$ cat src/rtl/mem_refill_arbiter_pkg.sv
// Shared types for the L1 refill arbiter: FSM states, grant IDs, return-beat record.
// Round-robin selection is enabled by defining MEM_REFILL_ARBITER_RR_EN.
package mem_refill_arbiter_pkg;

    localparam int unsigned P_BURST_DEFAULT = 8;
    localparam int unsigned CNT_W           = 4;

    typedef enum logic [1:0] {
        IDLE  = 2'd0,
        ISSUE = 2'd1,
        WAIT  = 2'd2,
        DRAIN = 2'd3
    } arb_state_t;

    typedef enum logic {
        GNT_INST = 1'b0,
        GNT_DATA = 1'b1
    } grant_t;

    typedef struct packed {
        logic        valid;
        logic [63:0] data;
        logic [23:0] flags;
    } ret_beat_t;

    function automatic grant_t other_side(input grant_t g);
        return (g == GNT_INST) ? GNT_DATA : GNT_INST;
    endfunction

endpackage

$ cat src/rtl/mem_refill_arbiter_select.sv
// Two-way winner picker for the refill arbiter.
// MEM_REFILL_ARBITER_RR_EN: round-robin via last_grant; otherwise fixed instruction priority.
module mem_refill_arbiter_select
    import mem_refill_arbiter_pkg::*;
(
`ifdef MEM_REFILL_ARBITER_RR_EN
    input  logic   iCLOCK,
    input  logic   inRESET,
    input  logic   update_i,
`endif
    input  logic   inst_req_i,
    input  logic   data_req_i,
    output grant_t winner_o
);

`ifdef MEM_REFILL_ARBITER_RR_EN
    grant_t last_grant_q;
    grant_t last_grant_d;

    // Reset to the data side so the instruction side wins the first tie.
    always_ff @(posedge iCLOCK or negedge inRESET) begin
        if (!inRESET) begin
            last_grant_q <= GNT_DATA;
        end else begin
            last_grant_q <= last_grant_d;
        end
    end

    always_comb begin
        winner_o = GNT_INST;
        if (inst_req_i && data_req_i) begin
            winner_o = other_side(last_grant_q);
        end else if (data_req_i) begin
            winner_o = GNT_DATA;
        end
    end

    always_comb begin
        last_grant_d = last_grant_q;
        if (update_i) begin
            last_grant_d = winner_o;
        end
    end
`else
    always_comb begin
        winner_o = GNT_INST;
        if (!inst_req_i && data_req_i) begin
            winner_o = GNT_DATA;
        end
    end
`endif

endmodule

$ cat src/rtl/mem_refill_arbiter.sv
// Shares one burst memory port between the L1 I-cache and D-cache refill paths.
// Optional round-robin arbitration: define MEM_REFILL_ARBITER_RR_EN.
module mem_refill_arbiter
    import mem_refill_arbiter_pkg::*;
#(
    parameter int unsigned P_BURST = P_BURST_DEFAULT
) (
    input  logic        iCLOCK,
    input  logic        inRESET,
    input  logic        iREMOVE,
    input  logic        iINST_REQ,
    output logic        oINST_LOCK,
    input  logic [1:0]  iINST_MMUMOD,
    input  logic [31:0] iINST_ADDR,
    output logic        oINST_VALID,
    output logic [63:0] oINST_DATA,
    output logic [23:0] oINST_MMU_FLAGS,
    input  logic        iDATA_REQ,
    output logic        oDATA_LOCK,
    input  logic [1:0]  iDATA_MMUMOD,
    input  logic [31:0] iDATA_ADDR,
    output logic        oDATA_VALID,
    output logic [63:0] oDATA_DATA,
    output logic [23:0] oDATA_MMU_FLAGS,
    output logic        oMEM_REQ,
    input  logic        iMEM_LOCK,
    output logic [1:0]  oMEM_MMUMOD,
    output logic [31:0] oMEM_ADDR,
    input  logic        iMEM_VALID,
    input  logic [63:0] iMEM_DATA,
    input  logic [23:0] iMEM_MMU_FLAGS,
    output logic        oERR
);

    localparam logic [CNT_W-1:0] BURST_LAST = P_BURST[CNT_W-1:0];

    arb_state_t       state_q, state_d;
    logic [CNT_W-1:0] issue_cnt_q, issue_cnt_d;
    logic [CNT_W-1:0] ret_cnt_q, ret_cnt_d;
    grant_t           grant_q, grant_d;
    logic             err_q, err_d;
    ret_beat_t        inst_ret_q, inst_ret_d;
    ret_beat_t        data_ret_q, data_ret_d;

    grant_t           winner;
    logic             any_req;
    logic             idle_accept;
    logic             gnt_req;
    logic [31:0]      gnt_addr;
    logic [1:0]       gnt_mod;

    assign any_req     = iINST_REQ | iDATA_REQ;
    assign idle_accept = (state_q == IDLE) && !iREMOVE && any_req && !iMEM_LOCK;
    assign gnt_req     = (grant_q == GNT_INST) ? iINST_REQ    : iDATA_REQ;
    assign gnt_addr    = (grant_q == GNT_INST) ? iINST_ADDR   : iDATA_ADDR;
    assign gnt_mod     = (grant_q == GNT_INST) ? iINST_MMUMOD : iDATA_MMUMOD;

    mem_refill_arbiter_select u_select (
`ifdef MEM_REFILL_ARBITER_RR_EN
        .iCLOCK     (iCLOCK),
        .inRESET    (inRESET),
        .update_i   (idle_accept),
`endif
        .inst_req_i (iINST_REQ),
        .data_req_i (iDATA_REQ),
        .winner_o   (winner)
    );

    always_ff @(posedge iCLOCK or negedge inRESET) begin
        if (!inRESET) begin
            state_q     <= IDLE;
            issue_cnt_q <= '0;
            ret_cnt_q   <= '0;
            grant_q     <= GNT_INST;
            err_q       <= 1'b0;
            inst_ret_q  <= '0;
            data_ret_q  <= '0;
        end else begin
            state_q     <= state_d;
            issue_cnt_q <= issue_cnt_d;
            ret_cnt_q   <= ret_cnt_d;
            grant_q     <= grant_d;
            err_q       <= err_d;
            inst_ret_q  <= inst_ret_d;
            data_ret_q  <= data_ret_d;
        end
    end

    always_comb begin
        state_d          = state_q;
        issue_cnt_d      = issue_cnt_q;
        ret_cnt_d        = ret_cnt_q;
        grant_d          = grant_q;
        err_d            = err_q;
        inst_ret_d       = inst_ret_q;
        inst_ret_d.valid = 1'b0;
        data_ret_d       = data_ret_q;
        data_ret_d.valid = 1'b0;
        oINST_LOCK       = iMEM_LOCK;
        oDATA_LOCK       = iMEM_LOCK;
        oMEM_REQ         = 1'b0;
        oMEM_ADDR        = '0;
        oMEM_MMUMOD      = '0;

        // Returns are judged against beats issued in earlier cycles only.
        if (iMEM_VALID) begin
            if ((state_q == IDLE) || (ret_cnt_q >= issue_cnt_q)) begin
                err_d = 1'b1;
            end else begin
                ret_cnt_d = ret_cnt_q + 1'b1;
                if (state_q != DRAIN) begin
                    if (grant_q == GNT_INST) begin
                        inst_ret_d.valid = 1'b1;
                        inst_ret_d.data  = iMEM_DATA;
                        inst_ret_d.flags = iMEM_MMU_FLAGS;
                    end else begin
                        data_ret_d.valid = 1'b1;
                        data_ret_d.data  = iMEM_DATA;
                        data_ret_d.flags = iMEM_MMU_FLAGS;
                    end
                end
            end
        end

        case (state_q)
            IDLE: begin
                if (iREMOVE) begin
                    oINST_LOCK = 1'b1;
                    oDATA_LOCK = 1'b1;
                end else if (any_req) begin
                    oMEM_REQ    = 1'b1;
                    oMEM_ADDR   = (winner == GNT_INST) ? iINST_ADDR   : iDATA_ADDR;
                    oMEM_MMUMOD = (winner == GNT_INST) ? iINST_MMUMOD : iDATA_MMUMOD;
                    oINST_LOCK  = (winner == GNT_INST) ? iMEM_LOCK : 1'b1;
                    oDATA_LOCK  = (winner == GNT_DATA) ? iMEM_LOCK : 1'b1;
                    if (idle_accept) begin
                        grant_d     = winner;
                        issue_cnt_d = 4'd1;
                        state_d     = (BURST_LAST == 4'd1) ? WAIT : ISSUE;
                    end
                end
            end
            ISSUE: begin
                if (iREMOVE) begin
                    oINST_LOCK = 1'b1;
                    oDATA_LOCK = 1'b1;
                    state_d    = (ret_cnt_d == issue_cnt_q) ? IDLE : DRAIN;
                end else begin
                    oMEM_REQ    = gnt_req;
                    oMEM_ADDR   = gnt_addr;
                    oMEM_MMUMOD = gnt_mod;
                    oINST_LOCK  = (grant_q == GNT_INST) ? iMEM_LOCK : 1'b1;
                    oDATA_LOCK  = (grant_q == GNT_DATA) ? iMEM_LOCK : 1'b1;
                    if (gnt_req && !iMEM_LOCK) begin
                        issue_cnt_d = issue_cnt_q + 1'b1;
                        if (issue_cnt_d == BURST_LAST) begin
                            state_d = WAIT;
                        end
                    end
                end
            end
            WAIT: begin
                oINST_LOCK = 1'b1;
                oDATA_LOCK = 1'b1;
                if (iREMOVE) begin
                    state_d = (ret_cnt_d == issue_cnt_q) ? IDLE : DRAIN;
                end else if (ret_cnt_d == BURST_LAST) begin
                    state_d = IDLE;
                end
            end
            DRAIN: begin
                oINST_LOCK = 1'b1;
                oDATA_LOCK = 1'b1;
                if (ret_cnt_d == issue_cnt_q) begin
                    state_d = IDLE;
                end
            end
            default: begin
                state_d = IDLE;
            end
        endcase

        if ((state_d == IDLE) && (state_q != IDLE)) begin
            issue_cnt_d = '0;
            ret_cnt_d   = '0;
        end
    end

    assign oINST_VALID     = inst_ret_q.valid;
    assign oINST_DATA      = inst_ret_q.data;
    assign oINST_MMU_FLAGS = inst_ret_q.flags;
    assign oDATA_VALID     = data_ret_q.valid;
    assign oDATA_DATA      = data_ret_q.data;
    assign oDATA_MMU_FLAGS = data_ret_q.flags;
    assign oERR            = err_q;

endmodule

$ cat config.mk
export PLATFORM = sky130hd
export DESIGN_NAME = mem_refill_arbiter
export DESIGN_NICKNAME = d
export VERILOG_FILES = /design/src/rtl/mem_refill_arbiter_pkg.sv /design/src/rtl/mem_refill_arbiter_select.sv /design/src/rtl/mem_refill_arbiter.sv
export SDC_FILE = /design/constraint.sdc
export NUM_CORES = 1
export LEC_CHECK = 0
export CAP_MARGIN = 40
export CORE_ASPECT_RATIO = 0.7
export CORE_MARGIN = 2
export CORE_UTILIZATION = 30
export CTS_CLUSTER_SIZE = 25
export DETAILED_ROUTE_END_ITERATION = 6
export PLACE_DENSITY_LB_ADDON = 0.05
export SLEW_MARGIN = 20
export SYNTH_ARGS = -nofsm -noshare
export SYNTH_HDL_FRONTEND = slang
export SYNTH_HIERARCHICAL = 1
export SYNTH_SLANG_ARGS = --single-unit
$ cat constraint.sdc
create_clock -name iCLOCK -period 3.5 [get_ports iCLOCK]
set_input_delay 0.7 -clock iCLOCK [delete_from_list [all_inputs] [get_ports iCLOCK]]
set_output_delay 0.7 -clock iCLOCK [all_outputs]
set_load 0.005 [all_outputs]
==> flow_metrics.tcl <==
set metrics [dict create \
    yosysMostFrequentCell "nand2_1" \
    htreeDepth 4 \
    cts.sinks 190 \
    cts_buffers 17 \
    worstSetupEndpointType "flip-flop" \
    finalSetupViolCount 0 \
    tightest_slew_ps 576 \
    final_nets 1284 \
    grt_pass1_wl_mm 40.2 \
    placedInstanceArea_um2 12400 \
    cts_tree "yes" \
    grt_max_degree 68 \
    crit_fanout 6 \
    grt_util_all_layers_pct 18.8 \
    synth_warnings 6 \
    drc_errors 0 \
    period_minus_slack_ps 3280 \
    start_util_pct 30.8 \
    ir_drop_mv 0.438 \
    yosys.area.top_type "dfrtp_1" \
    ctsHoldBuffers 0 \
    fin_area_um2 13100 \
    grt.overflow.total 0 \
    worstHoldPathType "input pin to asynchronous set/reset pin" \
    cts-root-buf "clkbuf_16" \
    worst_setup_path_start_kind "flip-flop" \
    synth_seq_cells 190 \
    synth_top_area_share_pct 59.6 \
    clk_latency_ps 430 \
    power_density_nw_per_um2 873 \
    hold_violations 0 \
    dp_hpwl_mm 18.9 \
    drt-initial-drc-count 290 \
    synth_edf_count 0 \
    cts.path.max_buffers 2 \
    finClkSkew_ps 11.7 \
    cts.clk_slew.worst_paths_ps 60 \
    ys.flop_type "dfrtp_1" \
    vias_per_cell 4.49 \
    fp-row-count 49 \
    multiInputGateArea_um2 3070 \
    synth_area_um2 7980 \
    post-route-period-util_pct 93.9 \
    slew_violations 0 \
    rsz0062_at_grt "false" \
    num_vias 6660 \
    routed_wl_mm 26.0 \
    post_drt_wl_per_cell_um 17.5 \
    leakagePower_nw 5.87 \
    areaGrowthSynthToFinish_pct 63.8 \
    port_buffers 378 \
    gp_congestion 0.793 \
    drive_gt1_share_pct 14.6 \
    cp.arrival_ps 3590 \
    first_pass_iters 4 \
    relSlewSlack_pct 61.6 \
    syn_inst 727 \
    tns_ps 0 \
    max_freq_mhz 304 \
    max-cap-violations 0 \
    register_area_um2 4750 \
    synth.distinct_cells 44 \
    async_flop_share_pct 100 \
    core_um2 25900 \
    num-fill-cells 2433 \
    first_global_vias 6857 \
    synthTopCellsByArea "dfrtp_1, nand2_1, mux2_2" \
    ys_seq_area_share_pct 59.6 \
    diodes 0 \
    drtAntennaViolNets 0 \
    synth_nets 896 \
    cp.required_ps 3810 \
    path_class "flip-flop to flip-flop" \
    antenna_found_initial 0 \
    io_pins 379 \
    dieArea_um2 27900 \
    status "finished, final reports clean" \
    dieWidth_um 199 \
    synth.avg_cell_area_um2 11.0 \
    die_y_um 140 \
    synthTopCellsByCount "nand2_1, dfrtp_1, mux2_2, a22o_1, clkbuf_1" \
]
-- metrics by stage --
step / util, % / worst slack, ps / std cells / power, W / hold WS, ps
3_3_place_gp: 47.8 / 56.0 / 1449 / 0.00949 / 444
6_report: 50.5 / 215 / 1483 / 0.0114 / 263
4_1_cts: 50.1 / 80.7 / 1479 / 0.0116 / 275
2_1_floorplan: - / 471 / 727 / 0.00615 / 404
3_5_place_dp: 47.8 / 82.9 / 1449 / 0.00950 / 451
5_1_grt: 50.5 / 83.7 / 1483 / 0.0122 / 288
-- layer usage --
layer  vias to the layer above  GRT usage (%)  routed length, µm
met5                         -              0                  0
met4                         0           5.34                416
met3                        27           7.66               2220
met2                       190           28.9              11700
met1                      3244           24.4              11700
li1                       3199              -                  -
-- power by group --
group          switching (W)  internal [W]  total [W]
Combinational        0.00225       0.00337    0.00562
Clock               0.000838       0.00113    0.00197
Sequential          0.000555       0.00326    0.00381
-- layout by cell type (no fill, tap or decap), drive strengths merged, types with 2 or more instances in the layout --
master and n:
a22o 34, clkbuf 26, nor3 4, clkinvlp 2
a21oi 5, xnor2 7, inv 12, dfrtp 190
clkdlybuf4s50 368, buf 27, dlymetal6s2s 9, a31oi 3
nor2 12, ha 6, nand3b 2, xor2 3
bufinv 2, mux2 89, o32ai 2, nand2 279
and3 8, o221ai 3, nand3 6, a311oi 2
mux2i 2, o21ai 6, o211ai 2
-- cell families (layout without fill, tap and decap cells) --
family | after synthesis | in the layout | share of synthesized area [%]
and+or+nand+nor | 316 | 316 | 15.8
DFF | 190 | 190 | 59.6
muxes | 91 | 91 | 12.9
AOI/OAI and AO/OA | 66 | 66 | 7.03
buffers and inverters | 48 | 447 | 2.62
xor gates and xnor gates | 10 | 10 | 1.10
adders and majority gates | 6 | 6 | 0.941
-- area by class of cell --
class	instances	share of cell area, %
Tap cell	357	3.42
Multi-Input combinational cell	489	23.5
Sequential cell	190	36.4
Inverter	10	0.287
Timing Repair Buffer	407	31.9
Clock inverter	7	0.795
Clock buffer	23	3.73
-- worst max-delay path, cell delays in order (launching register included) --
cell      delay [ps]
dfrtp_1          480
inv_1            120
ha_1             240
or3b_1           370
o2111a_2         210
or4_4            550
a211oi_4         320
nand3b_1         160
a221oi_4         380
mux2_4           330
-- sequential cells by signal, indices dropped and copies added, names as in the netlist, 2 cells and up --
register	count
issue_cnt_q	4
ret_cnt_q	4
oINST_DATA	64
oDATA_DATA	64
oDATA_MMU_FLAGS	24
oINST_MMU_FLAGS	24
state_q	2
-- timing repair --
item	4_1_cts	5_1_grt
gates resized for setup	0	10
setup buffers	0	1
endpoints found under the setup margin	0	7
endpoints found under the hold margin	0	0
-- final timing paths --
path | startpoint | end | slack [ps] | cells past startpoint
min in group iCLOCK | oERR | oERR | 460 | 1
setup reg to reg | issue_cnt_q[1] | issue_cnt_q[0] | 220 | 9
setup / recovery | issue_cnt_q[1] | issue_cnt_q[0] | 220 | 9
hold reg to reg | oERR | oERR | 460 | 1
max in group asynchronous | inRESET | oINST_DATA[5] | 2450 | 2
hold / removal | inRESET | oDATA_MMU_FLAGS[0] | 260 | 1
(Power assumes the default switching activity.)
